### src/rtl/prog_clk_divider.sv
// Multi-channel programmable clock divider / tick generator.
// Each channel counts fastclk cycles up to its effective half-period and
// flips a registered square wave, pulsing a one-cycle strobe on every flip.
// Half-periods are runtime-loadable; a write or a sync_restart realigns phase.
module prog_clk_divider #(
  parameter int                NUM_CH       = 3,
  parameter int                CNT_W        = 32,
  parameter logic [CNT_W-1:0]  DEFAULT_HALF = CNT_W'(25000000)
) (
  input  logic                    fastclk,
  input  logic                    rst,
  input  logic                    cfg_we,
  input  logic [2:0]              cfg_ch,
  input  logic [CNT_W-1:0]        cfg_half,
  input  logic                    sync_restart,
  input  logic [NUM_CH-1:0]       ch_en,
  output logic [NUM_CH-1:0]       slowclk,
  output logic [NUM_CH-1:0]       toggle_stb,
  output logic [NUM_CH*CNT_W-1:0] half_rd
);

  localparam logic [CNT_W-1:0] CNT_ZERO = '0;
  localparam logic [CNT_W-1:0] CNT_ONE  = {{(CNT_W-1){1'b0}}, 1'b1};

  logic [CNT_W-1:0] half_q [NUM_CH];
  logic [CNT_W-1:0] half_d [NUM_CH];
  logic [CNT_W-1:0] cnt_q  [NUM_CH];
  logic [CNT_W-1:0] cnt_d  [NUM_CH];
  logic [NUM_CH-1:0] slow_q, slow_d;
  logic [NUM_CH-1:0] stb_q,  stb_d;
  logic [NUM_CH-1:0] wr_sel;

  // Decode the config write into a one-hot channel select; out-of-range
  // channel indices select nothing, so the write is silently dropped.
  always_comb begin
    wr_sel = '0;
    if (cfg_we) begin
      for (int i = 0; i < NUM_CH; i++) begin
        if (cfg_ch == 3'(i)) wr_sel[i] = 1'b1;
      end
    end
  end

  // Per-channel next state: write/restart clear the phase, otherwise an
  // enabled channel counts to eh-1 and toggles; a disabled one holds.
  always_comb begin
    for (int i = 0; i < NUM_CH; i++) begin
      logic [CNT_W-1:0] term;
      // Terminal count is eh-1; a zero half behaves as one (term = 0).
      term      = (half_q[i] == CNT_ZERO) ? CNT_ZERO : (half_q[i] - CNT_ONE);
      half_d[i] = wr_sel[i] ? cfg_half : half_q[i];
      cnt_d[i]  = cnt_q[i];
      slow_d[i] = slow_q[i];
      stb_d[i]  = 1'b0;
      if (sync_restart || wr_sel[i]) begin
        cnt_d[i]  = CNT_ZERO;
        slow_d[i] = 1'b0;
      end else if (ch_en[i]) begin
        if (cnt_q[i] == term) begin
          cnt_d[i]  = CNT_ZERO;
          slow_d[i] = ~slow_q[i];
          stb_d[i]  = 1'b1;
        end else begin
          cnt_d[i]  = cnt_q[i] + CNT_ONE;
        end
      end
    end
  end

  // State registers with synchronous reset back to the default half-period.
  always_ff @(posedge fastclk) begin
    if (rst) begin
      for (int i = 0; i < NUM_CH; i++) begin
        half_q[i] <= DEFAULT_HALF;
        cnt_q[i]  <= CNT_ZERO;
      end
      slow_q <= '0;
      stb_q  <= '0;
    end else begin
      for (int i = 0; i < NUM_CH; i++) begin
        half_q[i] <= half_d[i];
        cnt_q[i]  <= cnt_d[i];
      end
      slow_q <= slow_d;
      stb_q  <= stb_d;
    end
  end

  assign slowclk    = slow_q;
  assign toggle_stb = stb_q;

  for (genvar g = 0; g < NUM_CH; g++) begin : g_half_rd
    assign half_rd[g*CNT_W +: CNT_W] = half_q[g];
  end

endmodule

### config.mk
export PLATFORM = sky130hd
export DESIGN_NAME = prog_clk_divider
export DESIGN_NICKNAME = d
export VERILOG_FILES = /design/src/rtl/prog_clk_divider.sv
export SDC_FILE = /design/constraint.sdc
export NUM_CORES = 1
export LEC_CHECK = 0
export ABC_AREA = 1
export CELL_PAD_IN_SITES_DETAIL_PLACEMENT = 0
export CELL_PAD_IN_SITES_GLOBAL_PLACEMENT = 1
export CORE_MARGIN = 2
export CORE_UTILIZATION = 39
export DETAILED_ROUTE_END_ITERATION = 16
export PLACE_DENSITY_LB_ADDON = 0.1
export SYNTH_ARGS = -nofsm -noshare
export SYNTH_HDL_FRONTEND = slang
export SYNTH_SLANG_ARGS = --single-unit
### constraint.sdc
create_clock -name fastclk -period 6.2 [get_ports fastclk]
set_clock_uncertainty 0.15 [all_clocks]
set_input_delay 1.24 -clock fastclk [delete_from_list [all_inputs] [get_ports fastclk]]
set_output_delay 1.24 -clock fastclk [all_outputs]
set_load 0.03 [all_outputs]
==> Implementation_results.wiki <==
{| class="wikitable"
! Metric !! Value
|-
| All-Layer GR Usage || 0.279
|-
| Worst reg-to-reg setup slack || between 1.5 and 2 ns
|-
| Layout-stage area growth over the synthesis result || 17.9%
|-
| Die extent in y || ~190 um
|-
| Number of buffers added by the clock tree synthesis step || 17
|-
| Number of nets in the layout || 2,395
|-
| Count of endpoints failing setup in the final report || 0
|-
| Clock slew at the register clock pins of the worst setup and hold paths || 0.08 ns
|-
| Post-route core utilization || 0.466
|-
| Async set or reset register ratio after synthesis || 0
|-
| Routed Antenna Nets || 0
|-
| Slew of the pin with the lowest slew margin || 1.19 ns
|-
| Most frequent standard cell in the layout excluding fill and tap cells || nand2_1
|-
| Type of the tightest min-delay check || reg -> reg
|-
| Number of fill cells || 3,660
|-
| Power per Cell Area || 185 nW/um2
|-
| Number of buffers inserted to repair setup after CTS || 0
|-
| Vias after detailed routing || ~14,000
|-
| Internal power contribution || 1970 uW
|-
| Overflow after GRT || 0
|-
| Total Negative Setup Slacks || 0 ns
|-
| Critical Path End Type || flop
|-
| Initial antenna violation count || 0
|-
| Cell chosen for the clock root || clkbuf_16
|-
| Max-slew violation total from the final report || 0
|-
| Largest buffer count on any clock path || 2
|-
| Sequential Power Share || 0.463
|-
| Count of buffers from port buffering || 143
|-
| Share of cells above drive strength 1 || 0.0335
|-
| Setup repair after global routing missed its margin || false
|-
| Initial Util || 0.395
|-
| Proportion of synthesized chip area in sequential cells || 0.300
|-
| Most frequent cells in the layout || 618 x nand2_1, 420 x nor2_1, 265 x inv_1, 198 x dfxtp_1, 175 x nand3_1
|-
| Switching share of power || 0.317
|-
| Via count of the first global-routing pass || 13,300
|-
| Xor/xnor share of the synthesized area || 0.0676
|-
| TritonCTS clock tree || done
|-
| Category of the most critical setup path || in -> reg
|-
| Outcome || finished, final reports clean
|-
| WL final || just under 50,000 um
|-
| Count of inserted antenna diode cells || 0
|-
| Sw Pwr || 915 uW
|-
| Max-Slew Margin vs Limit || 0.202
|-
| Netlist Area Pre-Place || 13,200 um2
|-
| Routed wire length per instance || 17.7 um
|-
| Detailed Route Iter0 Violations || 1,060
|-
| Main synth FF type || dfxtp_1
|-
| Worst path required time || 6.42 ns
|-
| Number of register bits inferred by synthesis || 198
|-
| Cells resized by post-CTS repair || 0
|-
| Placed wire-length estimate || 40,200 um
|-
| First-pass GRT wire length || 75,600 um
|-
| Area fraction in and, or, nand and nor cells after synthesis || 0.432
|-
| Worst-case setup margin in the final layout || 1.94 ns
|-
| Syn_area_per_cell || 5.92 um2
|-
| Number of buffers inserted for hold repair after clock tree synthesis || 0
|-
| Number of primary I/O pins || ~140
|-
| Number of sinks driven by the clock tree || 198
|-
| Worst-skew pair later-pin latency || 0.47 ns
|-
| Critical Path Start Type || primary input
|-
| Ratio of final minimum period to clock period || 0.687
|-
| Worst slack at placement || 1.42 ns
|-
| Maximum number of pins on one net before global-route repair || 58
|-
| Combinational power share || 0.143
|-
| Final hold violation count || 0
|-
| Synthesis warning total || 0
|-
| Clock period minus worst slack || 4.26 ns
|-
| Finished Cell Area || about 16,000 um2
|-
| CP arrival || 4.48 ns
|-
| Number of cell rows || 67
|-
| Die area || 35,400 um2
|-
| Number of levels in the clock H-tree || 4
|-
| DRC viols || 0
|-
| Number of distinct standard cells referenced by the synthesized netlist || 33
|-
| Core Region || 33,400 um2
|-
| Share of cell area taken by muxes after synthesis || 0
|-
| Syn nets || 2,280
|-
| Routed via count divided by cell count || 5.14
|-
| Synth Area in Compound Gates || 0.0966
|-
| Fraction of the mapped netlist area in adder cells || 0.00568
|-
| Number of flops mapped to enable cells by yosys || 0
|-
| Maximum vdd ir drop || roughly 0.22 mV
|-
| Max Clk Rate || ~230 MHz
|-
| Combinational family with the most area after synthesis || simple AND/OR/NAND/NOR gates
|-
| Placer Congestion || 0.931
|-
| Router iterations before antenna repair || 5
|-
| Die X-Extent || 188 um
|-
| Number of maximum-capacitance violations || 0
|-
| Placement-stage cell area || 15,000 um2
|-
| Clock Power Share || 0.394
|-
| Leak Pwr || 0.00636 uW
|-
| Post-synthesis cell count || 2,232
|-
| Critical Path Fanout Max || 35
|}
-- cell type report --
type / count / area [um2] / area share
clock buffers: 17 / 425 / 0.0273
clock inverters: 15 / 156 / 0.0100
inverters: 275 / 1030 / 0.0664
multi-input cells: 1705 / 7950 / 0.511
flip-flops and latches: 198 / 3960 / 0.254
well taps: 448 / 561 / 0.0360
repair buffers: 150 / 1480 / 0.0953
-- logic make-up (layout without fill, tap and decap cells) --
family                     count (synthesis)  in the layout
DFF                                      198            198
buffers and inverters                    329            457
adders and majority gates                  6              6
xor gates and xnor gates                 102            102
and+or+nand+nor                         1363           1363
AOI/OAI and AO/OA                        234            234
-- path summary, 6_finish.rpt --
path / startpoint / cells past startpoint / to
max: cfg_ch[0] / 10 / cnt_q[0][31]
max reg2reg: half_q[0][64] / 17 / cnt_q[0][94]
min: slowclk[0] / 2 / slowclk[0]
min reg2reg: slowclk[0] / 2 / slowclk[0]
-- sequential cells by signal, indices dropped and copies added, names as in the netlist --
signal,flops
half_q,96
cnt_q,96
slowclk,3
toggle_stb,3
-- cells in the mapped netlist (all sizes together) (2+ instances only) --
cell type,instances,area share
o21ai,132,0.050
nor2,445,0.13
nand4,78,0.037
buf,24,0.011
xor2,92,0.061
nor3,30,0.011
o211ai,36,0.020
nand2,624,0.18
inv,274,0.078
o21bai,4,0.0023
ha,6,0.0057
nand3,175,0.066
xnor2,10,0.0066
clkbuf,30,0.0085
dfxtp,198,0.30
a21oi,58,0.022
o22ai,4,0.0019
nand3b,2,0.0011
nor4,8,0.0038
-- worst max-delay path, stage by stage --
cell and delay, ns:
clkdlybuf4s50_1 0.48, inv_1 0.04, nand2_1 0.10, nor2_2 0.05
buf_4 0.22, inv_1 0.81, nand2_1 0.24, inv_1 0.25
nand2_1 0.71, nor2_1 0.32
-- through the flow --
step	hold slack [ns]	power, uW	std cells
2_1_floorplan	0.328	1600	2232
3_3_place_gp	0.328	1770	2776
3_5_place_dp	0.333	1770	2776
4_1_cts	0.343	2910	2808
5_1_grt	0.360	3000	2808
6_report	0.337	2890	2808
-- routing by layer --
metal,global-route usage,vias up,part of all wire
li1,-,7337,-
met1,0.379,6581,0.46
met2,0.442,419,0.45
met3,0.0399,86,0.055
met4,0.120,0,0.040
met5,0,-,0
-- power by group through the flow --
| stage | Combinational [uW] | Clock, uW | Sequential, uW |
|---|---|---|---|
| 2_1_floorplan | 214 | 0 | 1390 |
| 3_3_place_gp | 408 | 0 | 1370 |
| 3_5_place_dp | 411 | 0 | 1360 |
| 4_1_cts | 413 | 1160 | 1330 |
| 5_1_grt | 453 | 1210 | 1340 |
| 6_report | 413 | 1140 | 1340 |
(Power assumes the default switching activity.)
